## src/rtl/norm_pipeline_sequencer_pkg.sv

```systemverilog
// Shared types for the crop/normalization frame sequencer.
package norm_pipe_pkg;

  typedef enum logic [2:0] {
    IDLE,
    CROP_START,
    CROP_WAIT,
    NORM_RUN,
    DONE
  } seq_state_t;

  // Substitute denominator when the crop filter reports an all-black frame.
  localparam int DENOM_ZERO_SUB = 1;

endpackage

```

## src/rtl/norm_pipeline_sequencer_beat_counter.sv

```systemverilog
// Terminal-count counter: clears on demand, counts enabled cycles, saturates at
// the loaded terminal value and flags the cycle that reaches it.
module beat_counter #(
  parameter int WIDTH = 20
) (
  input  logic             clk,
  input  logic             reset,
  input  logic             clear,
  input  logic             en,
  input  logic [WIDTH-1:0] terminal,
  output logic             done
);

  logic [WIDTH-1:0] count_reg;
  logic [WIDTH-1:0] count_inc;

  assign count_inc = count_reg + 1'b1;
  assign done      = en && !clear && (count_inc == terminal);

  always_ff @(posedge clk) begin
    if (reset) begin
      count_reg <= '0;
    end else if (clear) begin
      count_reg <= '0;
    end else if (en && (count_reg != terminal)) begin
      count_reg <= count_inc;
    end
  end

endmodule

```

## src/rtl/norm_pipeline_sequencer.sv

```systemverilog
// Frame sequencer: launches the crop filter, arms the norm stage and counts
// accepted output pixels. Optional watchdog via NORM_SEQ_WATCHDOG_EN.
module norm_pipeline_sequencer
  import norm_pipe_pkg::*;
#(
  parameter int PIXEL_BIT_WIDTH = 10,
  parameter int PIX_CNT_WIDTH   = 20,
  parameter int TIMEOUT_CYCLES  = 1048576
) (
  input  logic                       clk,
  input  logic                       reset,
  input  logic                       ap_start,
  output logic                       ap_done,
  output logic                       ap_idle,
  output logic                       ap_ready,
  input  logic [PIX_CNT_WIDTH-1:0]   frame_pixels,
  output logic                       cf_ap_start,
  input  logic                       cf_ap_done,
  input  logic [PIXEL_BIT_WIDTH-1:0] cf_max_pixel,
  output logic                       norm_start,
  output logic                       norm_go,
  output logic [PIXEL_BIT_WIDTH-1:0] norm_denominator,
  input  logic                       out_tvalid,
  input  logic                       out_tready
`ifdef NORM_SEQ_WATCHDOG_EN
  ,
  output logic                       timeout_err
`endif
);

  seq_state_t                 state_reg, state_next;
  logic [PIX_CNT_WIDTH-1:0]   target_reg, target_next;
  logic [PIXEL_BIT_WIDTH-1:0] denom_reg, denom_next;
  logic ap_done_reg, ap_done_next;
  logic ap_idle_reg, ap_idle_next;
  logic ap_ready_reg, ap_ready_next;
  logic cf_ap_start_reg, cf_ap_start_next;
  logic norm_start_reg, norm_start_next;
  logic norm_go_reg, norm_go_next;

  logic beat;
  logic crop_done;
  logic pix_last;
  logic wd_expire;

  assign beat = out_tvalid && out_tready && (state_reg == NORM_RUN);
  // The cycle carrying the cf_ap_start pulse is blind to cf_ap_done.
  assign crop_done = (state_reg == CROP_WAIT) && cf_ap_done && !cf_ap_start_reg;

  beat_counter #(.WIDTH(PIX_CNT_WIDTH)) u_pix_counter (
    .clk      (clk),
    .reset    (reset),
    .clear    (crop_done),
    .en       (beat),
    .terminal (target_reg),
    .done     (pix_last)
  );

`ifdef NORM_SEQ_WATCHDOG_EN
  localparam int WD_WIDTH = $clog2(TIMEOUT_CYCLES + 1);

  logic wd_clear;
  logic wd_en;
  logic timeout_err_reg;

  assign wd_clear = (state_reg == CROP_START) || crop_done || beat;
  assign wd_en    = (state_reg == CROP_WAIT) || (state_reg == NORM_RUN);

  beat_counter #(.WIDTH(WD_WIDTH)) u_wd_counter (
    .clk      (clk),
    .reset    (reset),
    .clear    (wd_clear),
    .en       (wd_en),
    .terminal (WD_WIDTH'(TIMEOUT_CYCLES)),
    .done     (wd_expire)
  );

  always_ff @(posedge clk) begin
    if (reset) begin
      timeout_err_reg <= 1'b0;
    end else if ((state_reg == IDLE) && ap_start) begin
      timeout_err_reg <= 1'b0;
    end else if (wd_expire) begin
      timeout_err_reg <= 1'b1;
    end
  end

  assign timeout_err = timeout_err_reg;
`else
  assign wd_expire = 1'b0;
`endif

  always_comb begin
    state_next       = state_reg;
    target_next      = target_reg;
    denom_next       = denom_reg;
    ap_done_next     = 1'b0;
    ap_ready_next    = 1'b0;
    cf_ap_start_next = 1'b0;
    norm_start_next  = 1'b0;
    norm_go_next     = 1'b0;
    case (state_reg)
      IDLE: begin
        if (ap_start) begin
          ap_ready_next   = 1'b1;
          norm_start_next = 1'b1;
          target_next     = frame_pixels;
          state_next      = CROP_START;
        end
      end
      CROP_START: begin
        cf_ap_start_next = 1'b1;
        state_next       = CROP_WAIT;
      end
      CROP_WAIT: begin
        if (crop_done) begin
          denom_next   = (cf_max_pixel == '0) ? PIXEL_BIT_WIDTH'(DENOM_ZERO_SUB) : cf_max_pixel;
          norm_go_next = 1'b1;
          state_next   = (target_reg == '0) ? DONE : NORM_RUN;
        end else if (wd_expire) begin
          state_next = DONE;
        end
      end
      NORM_RUN: begin
        // Final beat raises ap_done directly so it lands one cycle after the beat.
        if (pix_last) begin
          ap_done_next = 1'b1;
          state_next   = DONE;
        end else if (wd_expire) begin
          state_next = DONE;
        end
      end
      DONE: begin
        ap_done_next = !ap_done_reg;
        state_next   = IDLE;
      end
      default: state_next = IDLE;
    endcase
    ap_idle_next = (state_next == IDLE);
  end

  always_ff @(posedge clk) begin
    if (reset) begin
      state_reg       <= IDLE;
      target_reg      <= '0;
      denom_reg       <= PIXEL_BIT_WIDTH'(DENOM_ZERO_SUB);
      ap_done_reg     <= 1'b0;
      ap_idle_reg     <= 1'b1;
      ap_ready_reg    <= 1'b0;
      cf_ap_start_reg <= 1'b0;
      norm_start_reg  <= 1'b0;
      norm_go_reg     <= 1'b0;
    end else begin
      state_reg       <= state_next;
      target_reg      <= target_next;
      denom_reg       <= denom_next;
      ap_done_reg     <= ap_done_next;
      ap_idle_reg     <= ap_idle_next;
      ap_ready_reg    <= ap_ready_next;
      cf_ap_start_reg <= cf_ap_start_next;
      norm_start_reg  <= norm_start_next;
      norm_go_reg     <= norm_go_next;
    end
  end

  assign ap_done          = ap_done_reg;
  assign ap_idle          = ap_idle_reg;
  assign ap_ready         = ap_ready_reg;
  assign cf_ap_start      = cf_ap_start_reg;
  assign norm_start       = norm_start_reg;
  assign norm_go          = norm_go_reg;
  assign norm_denominator = denom_reg;

endmodule

```

## config.mk

```make
export PLATFORM = sky130hd
export DESIGN_NAME = norm_pipeline_sequencer
export DESIGN_NICKNAME = d
export VERILOG_FILES = /design/src/rtl/norm_pipeline_sequencer_pkg.sv /design/src/rtl/norm_pipeline_sequencer_beat_counter.sv /design/src/rtl/norm_pipeline_sequencer.sv
export SDC_FILE = /design/constraint.sdc
export NUM_CORES = 1
export LEC_CHECK = 0
export ABC_CLOCK_PERIOD_IN_PS = 2200
export BUFFER_PORTS_ARGS = -buffer_cell sky130_fd_sc_hd__buf_4
export CORE_MARGIN = 10
export CORE_UTILIZATION = 40
export DETAILED_ROUTE_END_ITERATION = 8
export SLEW_MARGIN = 20
export SYNTH_ARGS = -nofsm -noshare
export SYNTH_HDL_FRONTEND = slang
export SYNTH_SLANG_ARGS = --single-unit
```

## constraint.sdc

```tcl
create_clock -name clk -period 2.2 [get_ports clk]
set_clock_uncertainty 0.05 [all_clocks]
set_input_delay 0 -clock clk [delete_from_list [all_inputs] [get_ports clk]]
set_output_delay 0 -clock clk [all_outputs]
set_load 0.01 [all_outputs]
```

==> key figures, run 1 <==
Routing
  – Routed WL per cell: approximately 16 um
  – Post-DR vias/cell: 5.274
  – Residual DRC count: 0
  – Initial drt markers: 123
  – Total number of vias: about 3200
  – First-pass detailed-route iteration total: 4
  – Post-route ant nets: 0
  – Routed Wire Length: between 9 and 10 mm

Timing
  – Setup TNS: -0.4150 ns
  – Setup-failing EPs final: 4
  – RSZ-0062 raised after global routing: yes
  – Measured slew at the worst slew-check pin: 0.4253 ns
  – Final WS setup: -0.1125 ns
  – Slew headroom: 71.28%
  – Final Slew Violations: 0
  – Period utilisation layout: 105.1%
  – Minimum clock period: 2.313 ns
  – Fmax: 0.4324 GHz
  – Min Hold Slack: 0.01718 ns
  – Final Hold Fails: 0

Global routing
  – Largest net degree at the start of global routing: 38
  – Global route overflow: 0
  – Initial antenna violation count: 0
  – Tot GR Track Use: 16.32%
  – Vias in the first global route: 3252
  – First-pass GRT wire length: 15.37 mm

Placement
  – Placed cells: 551
  – Port Buf Inserts: about 50
  – Dpl hpwl: 6.673 mm
  – GPL Wtd Cong: between 0.8 and 0.9

Synthesis
  – Synth Area per Inst: 8.111 sq um
  – Mapped Area: 0.003025 sq mm
  – Most frequent cell after synthesis: dfxtp_1
  – Gate Count Post-Synth: 373
  – Synthesized flop and latch total: 58
  – Synth top cells by count: dfxtp_1, nand2_1, nor2_1
  – Top FF cell, synth: dfxtp_1
  – YS warnings: 0
  – Post-synth EDFFs: 0
  – Largest cells by area after synthesis: dfxtp_1, xnor2_1, nand2_1
  – Dominant cell type by area after synthesis: dfxtp_1
  – Share of flip-flops with an asynchronous set or reset: 0%
  – Sequential area share after synthesis: 38.38%
  – Distinct cell type count after synthesis: 50
  – Top cell type's share of synthesized area: 38.38%
  – Post-Syn Nets: 410

Pwr
  – Sequential Power Share: 46.2%
  – NetSw: just over 700 uW
  – Cell internal pwr: 1760 uW
  – Peak supply drop: roughly 0.00043 V
  – Pwr/cell area: 558.0 mW/mm^2
  – Switching share of power: 28.93%
  – Gate power share: ~18%
  – Clk pwr share: a little over a third
  – Pleak: around 0.0018 uW
  – Tot Pwr: 2476 uW

Critical path
  – CP max stage cell: or4_4
  – Kind of critical path: register to register
  – Slowest stage delay, CP: roughly 0.55 ns
  – Crit path cell chain: and4_1 > nand4_1 > or4_4 > a211oi_2 > o31ai_2 > nor4_4 > nor4_1
  – FF-to-FF path depth: 7
  – RR Endpoint: state_reg[0]
  – Crit Path Max Fanout: 4
  – CP endpoint kind: register
  – Req. time, crit path: 2.36 ns
  – Startpoint Class: register
  – Worst R2R Start: u_pix_counter.count_reg[9]
  – Critical path arrival: 2.47 ns
  – FF-to-FF setup slack: -0.11 ns

Floorplanning
  – Core area: 0.007292 sq mm
  – Row cnt: 31
  – Initial Util: 41.49%
  – Horiz. Die Dim: 107.0 um
  – I/O pin count: 52
  – Die area: 0.01144 sq mm
  – Die extent in y: approximately 110 um

Clock tree
  – Clk sinks: a little under 60
  – Worst-path clk slew: about 0.070 ns
  – Clock Latency Late Sink: 0.34 ns
  – CTS tree: yes
  – CTS Buffer Depth: 2
  – # H-tree levels: 3
  – Clk root buf: clkbuf_8
  – CTS Buf Count: 9

Final layout
  – Syn-to-layout area delta: 46.65%
  – ANT cells: 0
  – Final Non-Filler Cells: 603
  – Final net count: 536
  – Share of layout cells above drive strength 1: 29.17%

Min path
  – Worst hold start: reset
  – Hold path cells: 2
  – Hold path endpoint: norm_denominator[4]
  – Hold Path Class: input pin to register

Flow run
  – Total of max-cap violations: 0

Run status
  – Status: finished with violations
  – Failing checks: setup timing
==> worst max-delay path by stage <==
stage                           startpoint                           to  slack (ns)
5_1_grt         u_pix_counter.count_reg[9]                      ap_done       -0.25
4_1_cts         u_pix_counter.count_reg[1]                      ap_done       -0.08
2_1_floorplan  u_pix_counter.count_reg[13]  u_pix_counter.count_reg[13]        0.03
3_5_place_dp    u_pix_counter.count_reg[1]                 state_reg[0]       -0.07
6_report        u_pix_counter.count_reg[9]                 state_reg[0]       -0.11
3_3_place_gp    u_pix_counter.count_reg[1]                      ap_done       -0.02
==> layer usage <==
metal  global-route usage [%]  vias up  wire length [um]
li1                         -     1568                 -
met1                    19.78     1511              4231
met2                    27.09       84              4408
met3                    4.611       17               556
met4                    5.609        0               169
met5                        0        -                 0
==> layout make-up <==
class	count	area [sq um]
fillers	710	2855
multi-input cells	284	1795
flip-flops and latches	58	1167
repair buffers	142	1164
clock buffers	11	141.4
well taps	99	123.9
clock inverters	5	30.03
inverters	4	15.01
==> power groups by stage <==
stage	sequential (uW)	clock [uW]	combinational [uW]
finish	1140	888	445
global route	1150	950	488
CTS	1140	903	438
detailed placement	1160	0	387
global placement	1160	0	384
floorplan	1150	0	224
==> repair_timing <==
action | in CTS | in global routing
cloned | 0 | 1
hold endpoints to repair | 31 | 0
endpoints found under the setup margin | 10 | 17
buffers inserted | 0 | 4
pin swaps | 1 | 3
hold buffers | 31 | 0
resized for setup | 5 | 11
==> cells in the final DEF (no fill, tap or decap), drive strengths merged, types with 3 or more instances in the layout <==
master / n
o31ai: 3
or3: 8
nor4b: 6
clkbuf: 11
and4: 4
nor2: 33
nand2: 55
nor3: 15
a21oi: 29
xnor2: 28
xor2: 11
buf: 111
nand3: 10
nor4: 13
clkinv: 3
nor2b: 4
nand4: 10
o21ai: 14
dlygate4sd3: 31
dfxtp: 58
mux2i: 10
a211oi: 4
inv: 4
and3: 3
==> critical path: cells and delay by family (launching register included) <==
family	cells	cell delay [ns]
and+or+nand+nor	5	1.41
AOI/OAI and AO/OA	2	0.33
DFF	1	0.40
==> cell families (layout without fill, tap and decap cells) <==
family | after synthesis | count (layout) | synth area share (%)
AOI/OAI and AO/OA | 62 | 62 | 12.78
xor gates and xnor gates | 39 | 39 | 11.29
adders and majority gates | 1 | 1 | 0.4135
buffers and inverters | 31 | 162 | 4.425
DFF | 58 | 58 | 38.38
muxes | 10 | 10 | 3.309
and+or+nand+nor | 172 | 172 | 29.40
==> through the flow <==
step / setup WS (ns) / util (%) / instance area [sq um]
finish: -0.1125 / 60.84 / 4437
detailed placement: -0.06702 / 52.93 / 3860
CTS: -0.07713 / 59.83 / 4363
global placement: -0.02374 / 52.93 / 3860
global route: -0.2522 / 60.84 / 4437
floorplan: 0.03348 / - / 3040
No activity file was read; power rests on OpenSTA's default activity.
==> run 2, diff against run 1 <==
- CTS_BUF_LIST: not set -> sky130_fd_sc_hd__clkbuf_4 sky130_fd_sc_hd__clkbuf_8
- GPL_ROUTABILITY_DRIVEN: not set -> 0
==> key figures, run 2 (same netlist as run 1, synthesis figures left out) <==
Run status
  – Status: finished with violations
  – Failing checks: setup timing

Final layout
  – ANT cells: 0 (unchanged)
  – Commonest non-fill, non-tap cell in the layout: buf_4
  – Final Non-Filler Cells: 603 (unchanged)
  – Most frequent cells in the layout: buf_4, nand2_1, dfxtp_1
  – Final Util: 60.90% (about the same)
  – Share of layout cells above drive strength 1: 29.37% (+0.20 points)
  – Final net count: 536 (unchanged)
  – Post-route cell area: 0.004441 sq mm (about the same)
  – Syn-to-layout area delta: 46.77% (about the same)

Pwr
  – Peak supply drop: 0.0004259 V (-0.35%)
  – Pleak: 0.001812 uW (+0.19%)
  – Pwr/cell area: 559.9 mW/mm^2 (+0.34%)

Critical path
  – Crit path cell chain: and4_1 > nand4_1 > or4_4 > a211oi_2 > o31ai_2 > nor4_4 > nor4_1
  – FF-to-FF path depth: 7 (unchanged)
  – CP Buf/Inv Count: 0 (unchanged)
  – Slowest stage delay, CP: 0.55 ns (about the same)
  – Req. time, crit path: 2.36 ns (about the same)
  – Kind of critical path: register to register
  – Startpoint Class: register
  – Crit Path Max Fanout: 4 (unchanged)
  – Critical path's top delay family: simple AND/OR/NAND/NOR gates
  – CP endpoint kind: register
  – Worst R2R Start: u_pix_counter.count_reg[9]
  – Crit path depth: 7 (unchanged)
  – Worst Setup SP: u_pix_counter.count_reg[9]
  – Critical path arrival: 2.48 ns (about the same)
  – CP max stage cell: or4_4

Routing
  – Total number of vias: 3169 (-0.35%)
  – Routed Wire Length: 9.356 mm (about the same)
  – Routed WL per cell: 15.52 um (about the same)
  – Initial drt markers: 122 (-0.81%)
  – Residual DRC count: 0 (unchanged)
  – Post-route ant nets: 0 (unchanged)
  – First-pass detailed-route iteration total: 4 (unchanged)
  – Post-DR vias/cell: 5.255 (-0.35%)

Clock tree
  – CTS Buf Count: 9 (unchanged)
  – CTS tree: yes
  – CTS Buffer Depth: 2 (unchanged)
  – Clock Latency Late Sink: 0.34 ns (about the same)
  – # H-tree levels: 3 (unchanged)
  – Clk root buf: clkbuf_8
  – Clk sinks: 58 (unchanged)
  – Worst-path clk slew: 0.07 ns (about the same)

Floorplanning
  – Row cnt: 31 (unchanged)
  – Die area: 0.01144 sq mm (unchanged)
  – Core area: 0.007292 sq mm (unchanged)
  – Die extent in y: 107.0 um (unchanged)
  – Horiz. Die Dim: 107.0 um (unchanged)
  – I/O pin count: 52 (unchanged)
  – Initial Util: 41.49% (unchanged)

Timing
  – Min Hold Slack: 0.01755 ns (+0.0003723 ns)
  – Final Hold Fails: 0 (unchanged)
  – Fmax: 0.4313 GHz (-0.27%)
  – Slew headroom: 71.89% (+0.62 points)
  – Final WS setup: -0.1188 ns (-0.006279 ns)
  – RSZ-0062 raised after global routing: yes
  – Minimum clock period: 2.319 ns (+0.006279 ns)
  – Period utilisation layout: 105.4% (+0.29 points)
  – Setup-failing EPs final: 4 (unchanged)
  – Final Slew Violations: 0 (unchanged)
  – Measured slew at the worst slew-check pin: 0.4162 ns (-0.009115 ns)

Min path
  – Hold Path Class: input pin to register
  – Hold path cells: 2 (unchanged)
  – Worst hold start: reset

Placement
  – Port Buf Inserts: 51 (unchanged)
  – Dpl hpwl: 6.673 mm (unchanged)
  – Placement Setup Slack: -0.06702 ns (unchanged)
  – Placed cells: 551 (unchanged)
  – Placed Area: 0.003860 sq mm (unchanged)

Global routing
  – Initial antenna violation count: 0 (unchanged)
  – Global route overflow: 0 (unchanged)
  – Vias in the first global route: 3252 (unchanged)
  – Tot GR Track Use: 16.32% (unchanged)
  – First-pass GRT wire length: 15.37 mm (unchanged)
  – Largest net degree at the start of global routing: 38 (unchanged)

Flow run
  – Total of max-cap violations: 0 (unchanged)
==> run 2: cell counts in the layout (fill, tap and decap cells not counted) <==
No cell type changed its count.
==> run 2: routing by layer <==
layer | up-vias | part of all wire (%) | GRT usage (%) | wire, um
met5 | - | 0 | 0 | 0
met4 | 0 | 1.8 | 5.609 | 170
met3 | 18 | 6.4 | 4.611 | 595
met2 | 87 | 47 | 27.09 | 4377
met1 | 1497 | 45 | 19.78 | 4211
li1 | 1567 | - | - | -
==> run 2: cell type report <==
| type | instances | area (sq um) |
|---|---|---|
| clock buffer | 11 | 145.1 |
| clock inverter | 5 | 30.03 |
| multi-input combinational | 284 | 1795 |
| timing repair buffer | 142 | 1164 |
| tap | 99 | 123.9 |
| inverter | 4 | 15.01 |
| fill | 708 | 2851 |
| sequential | 58 | 1167 |
==> run 2: path summary, 6_finish.rpt <==
path                              end  slack (ns)
setup / recovery         state_reg[0]       -0.12
hold / removal    norm_denominator[4]        0.02
setup reg to reg         state_reg[0]       -0.12
hold reg to reg   norm_denominator[0]        0.43
==> run 2: power by group <==
group | total (uW) | leakage [uW] | switching, uW | internal (uW)
combinational | 445 | 0.00125 | 213 | 231
sequential | 1140 | 0.000474 | 48.4 | 1090
clock | 898 | 0.0000885 | 452 | 446
==> run 2: metrics by stage <==
stage | TNS [ns] | total power [uW]
6_report | -0.4390 | 2486
5_1_grt | -1.268 | 2598
4_1_cts | -0.2839 | 2495
3_5_place_dp | -0.2658 | 1551
3_3_place_gp | -0.04983 | 1547
2_1_floorplan | 0 | 1378
==> run 2: what timing repair did <==
action	CTS	global route
hold buffers	31	0
resized for setup	5	11
buffers inserted	0	4
gates cloned	0	1
endpoints found under the setup margin	10	17
endpoints found under the hold margin	31	0
pin swaps	1	3
==> run 3, diff against run 2 <==
- CELL_PAD_IN_SITES_DETAIL_PLACEMENT: not set -> 1
- CELL_PAD_IN_SITES_GLOBAL_PLACEMENT: not set -> 1
- CORE_UTILIZATION: 40 -> 39
- PLACE_DENSITY_LB_ADDON: not set -> 0.1
==> key figures, run 3 (same netlist as run 1, synthesis figures left out) <==
Critical path
  – CP endpoint kind: register
  – Startpoint Class: register
  – Worst Setup SP: u_pix_counter.count_reg[10]
  – CP max stage cell: or4_1
  – Req. time, crit path: 2.44 ns (+0.08 ns)
  – FF-to-FF path depth: 7 (unchanged)
  – Kind of critical path: register to register
  – Crit path depth: 7 (unchanged)
  – Crit path cell chain: and4_4 > nand4_1 > or4_1 > a211oi_2 > o31ai_2 > nor4_4 > o21ba_1
  – FF-to-FF setup slack: -0.12 ns (about the same)
  – CP Buf/Inv Count: 0 (unchanged)
  – RR Endpoint: ap_done
  – Worst R2R Start: u_pix_counter.count_reg[10]
  – Slowest stage delay, CP: 0.54 ns (about the same)
  – Critical path arrival: 2.56 ns (+0.08 ns)
  – Crit Path Max Fanout: 4 (unchanged)
  – Critical path's top delay family: simple AND/OR/NAND/NOR gates
  – Setup crit end: ap_done

Run status
  – Status: finished with violations
  – Failing checks: setup timing

Final layout
  – ANT cells: 0 (unchanged)
  – Final Non-Filler Cells: 605 (+0.33%)
  – Share of layout cells above drive strength 1: 30.82% (+1.5 points)
  – Commonest non-fill, non-tap cell in the layout: buf_4
  – Most frequent cells in the layout: buf_4, nand2_1, dfxtp_1
  – Syn-to-layout area delta: 52.40%
  – Final net count: 535 (-0.19%)

Floorplanning
  – Row cnt: 32 (+3.2%)
  – Initial Util: 39.56% (-1.9 points)
  – Core area: 0.007647 sq mm (+4.9%)
  – I/O pin count: 52 (unchanged)
  – Horiz. Die Dim: 108.1 um (+1.0%)
  – Die area: 0.01168 sq mm (+2.1%)
  – Die extent in y: 108.1 um (+1.0%)

Clock tree
  – Clock Latency Late Sink: 0.35 ns (about the same)
  – CTS Buf Count: 9 (unchanged)
  – CTS Buffer Depth: 2 (unchanged)
  – Clk sinks: 58 (unchanged)
  – Worst-path clk slew: 0.07 ns (about the same)
  – Clk root buf: clkbuf_8
  – # H-tree levels: 3 (unchanged)
  – CTS tree: yes

Global routing
  – Global route overflow: 0 (unchanged)
  – Tot GR Track Use: 19.50% (+3.2 points)
  – Vias in the first global route: 3543 (+8.9%)
  – Largest net degree at the start of global routing: 38 (unchanged)
  – Initial antenna violation count: 0 (unchanged)
  – First-pass GRT wire length: 18.15 mm (+18%)

Routing
  – Post-route ant nets: 0 (unchanged)
  – Initial drt markers: 94 (-23%)
  – Routed WL per cell: 19.16 um (+23%)
  – First-pass detailed-route iteration total: 4 (unchanged)
  – Routed Wire Length: 11.59 mm (+24%)
  – Total number of vias: 3254 (+2.7%)
  – Post-DR vias/cell: 5.379 (+2.3%)
  – Residual DRC count: 0 (unchanged)

Timing
  – Slew headroom: 71.91% (about the same)
  – Period utilisation layout: 105.5% (+0.11 points)
  – Final Slew Violations: 0 (unchanged)
  – Setup-failing EPs final: 5 (+1)
  – Min Hold Slack: 0.1787 ns (+0.1611 ns)
  – RSZ-0062 raised after global routing: yes
  – Fmax: 0.4308 GHz (-0.11%)
  – Final WS setup: -0.1213 ns (-0.002448 ns)
  – Final Hold Fails: 0 (unchanged)
  – Measured slew at the worst slew-check pin: 0.4175 ns (+0.001328 ns)
  – Minimum clock period: 2.321 ns (+0.002448 ns)

Pwr
  – Pwr/cell area: 564.6 mW/mm^2 (+0.83%)
  – Peak supply drop: 0.0003675 V (-14%)
  – Tot Pwr: 2603 uW (+4.7%)
  – Pleak: 0.001864 uW (+2.9%)

Min path
  – Hold Path Class: input pin to register

Placement
  – Placed cells: 545 (-1.1%)
  – Dpl hpwl: 7.517 mm (+13%)
  – Port Buf Inserts: 51 (unchanged)

Flow run
  – Total of max-cap violations: 0 (unchanged)
-- run 3: changes by cell type in the layout (fill, tap and decap cells not counted), moves of 3 or more --
cell / change
buf_4: -9
dlygate4sd3_1: +5
xor2_1: -4
xor2_2: +4
dfxtp_4: +3
-- run 3: worst min-delay path: cells and delay by family --
family	cells	cell delay, ns
simple gates	2	0.25
buf+inv	1	0.11
compound gates	1	0.17
-- run 3: worst min path at each step --
stage / startpoint / to / slack, ns / cells after the start
global route: cf_ap_done / state_reg[2] / 0.22 / 4
finish: cf_ap_done / state_reg[2] / 0.18 / 4
global placement: ap_start / ap_idle / 0.15 / 2
CTS: cf_ap_done / state_reg[0] / 0.18 / 5
floorplan: ap_start / ap_idle / 0.04 / 1
detailed placement: ap_start / ap_idle / 0.15 / 2
-- run 3: power breakdown --
part	total [uW]	internal [uW]	switching (uW)
registers	1140	1090	51.6
logic	476	238	237
clock network	984	520	465
total	2600	1850	754
-- run 3: final cells by class --
type                            count  area, sq um
Inverter                            4        15.01
Fill cell                         909         3037
Timing Repair Buffer              141         1207
Sequential cell                    58         1177
Multi-Input combinational cell    284         1891
Clock buffer                        9        123.9
Tap cell                          102        127.6
Clock inverter                      7        68.82
-- run 3: layer usage --
metal,vias to the layer above,share of wire (%),global-route usage [%]
met5,-,0,0
met4,0,2.2,7.156
met3,24,4.0,4.819
met2,65,53,34.96
met1,1599,41,21.75
li1,1566,-,-
-- run 3: timing repair --
item / 4_1_cts / 5_1_grt
gates resized for setup: 5 / 30
pin swaps: 0 / 9
setup endpoints to repair: 17 / 24
hold endpoints to repair: 32 / 0
setup buffers: 0 / 6
hold buffers: 36 / 0
gates cloned: 0 / 2
-- run 3: through the flow --
| stage | worst slack [ns] | instance area (sq um) | setup TNS, ns | utilization, % |
|---|---|---|---|---|
| floorplan | 0.03348 | 3040 | 0 | - |
| global placement | -0.1312 | 3796 | -0.4420 | 49.64 |
| detailed placement | -0.1686 | 3796 | -0.8911 | 49.64 |
| CTS | -0.1022 | 4370 | -0.3099 | 57.15 |
| global route | -0.1852 | 4611 | -1.063 | 60.29 |
| finish | -0.1213 | 4611 | -0.4174 | 60.29 |
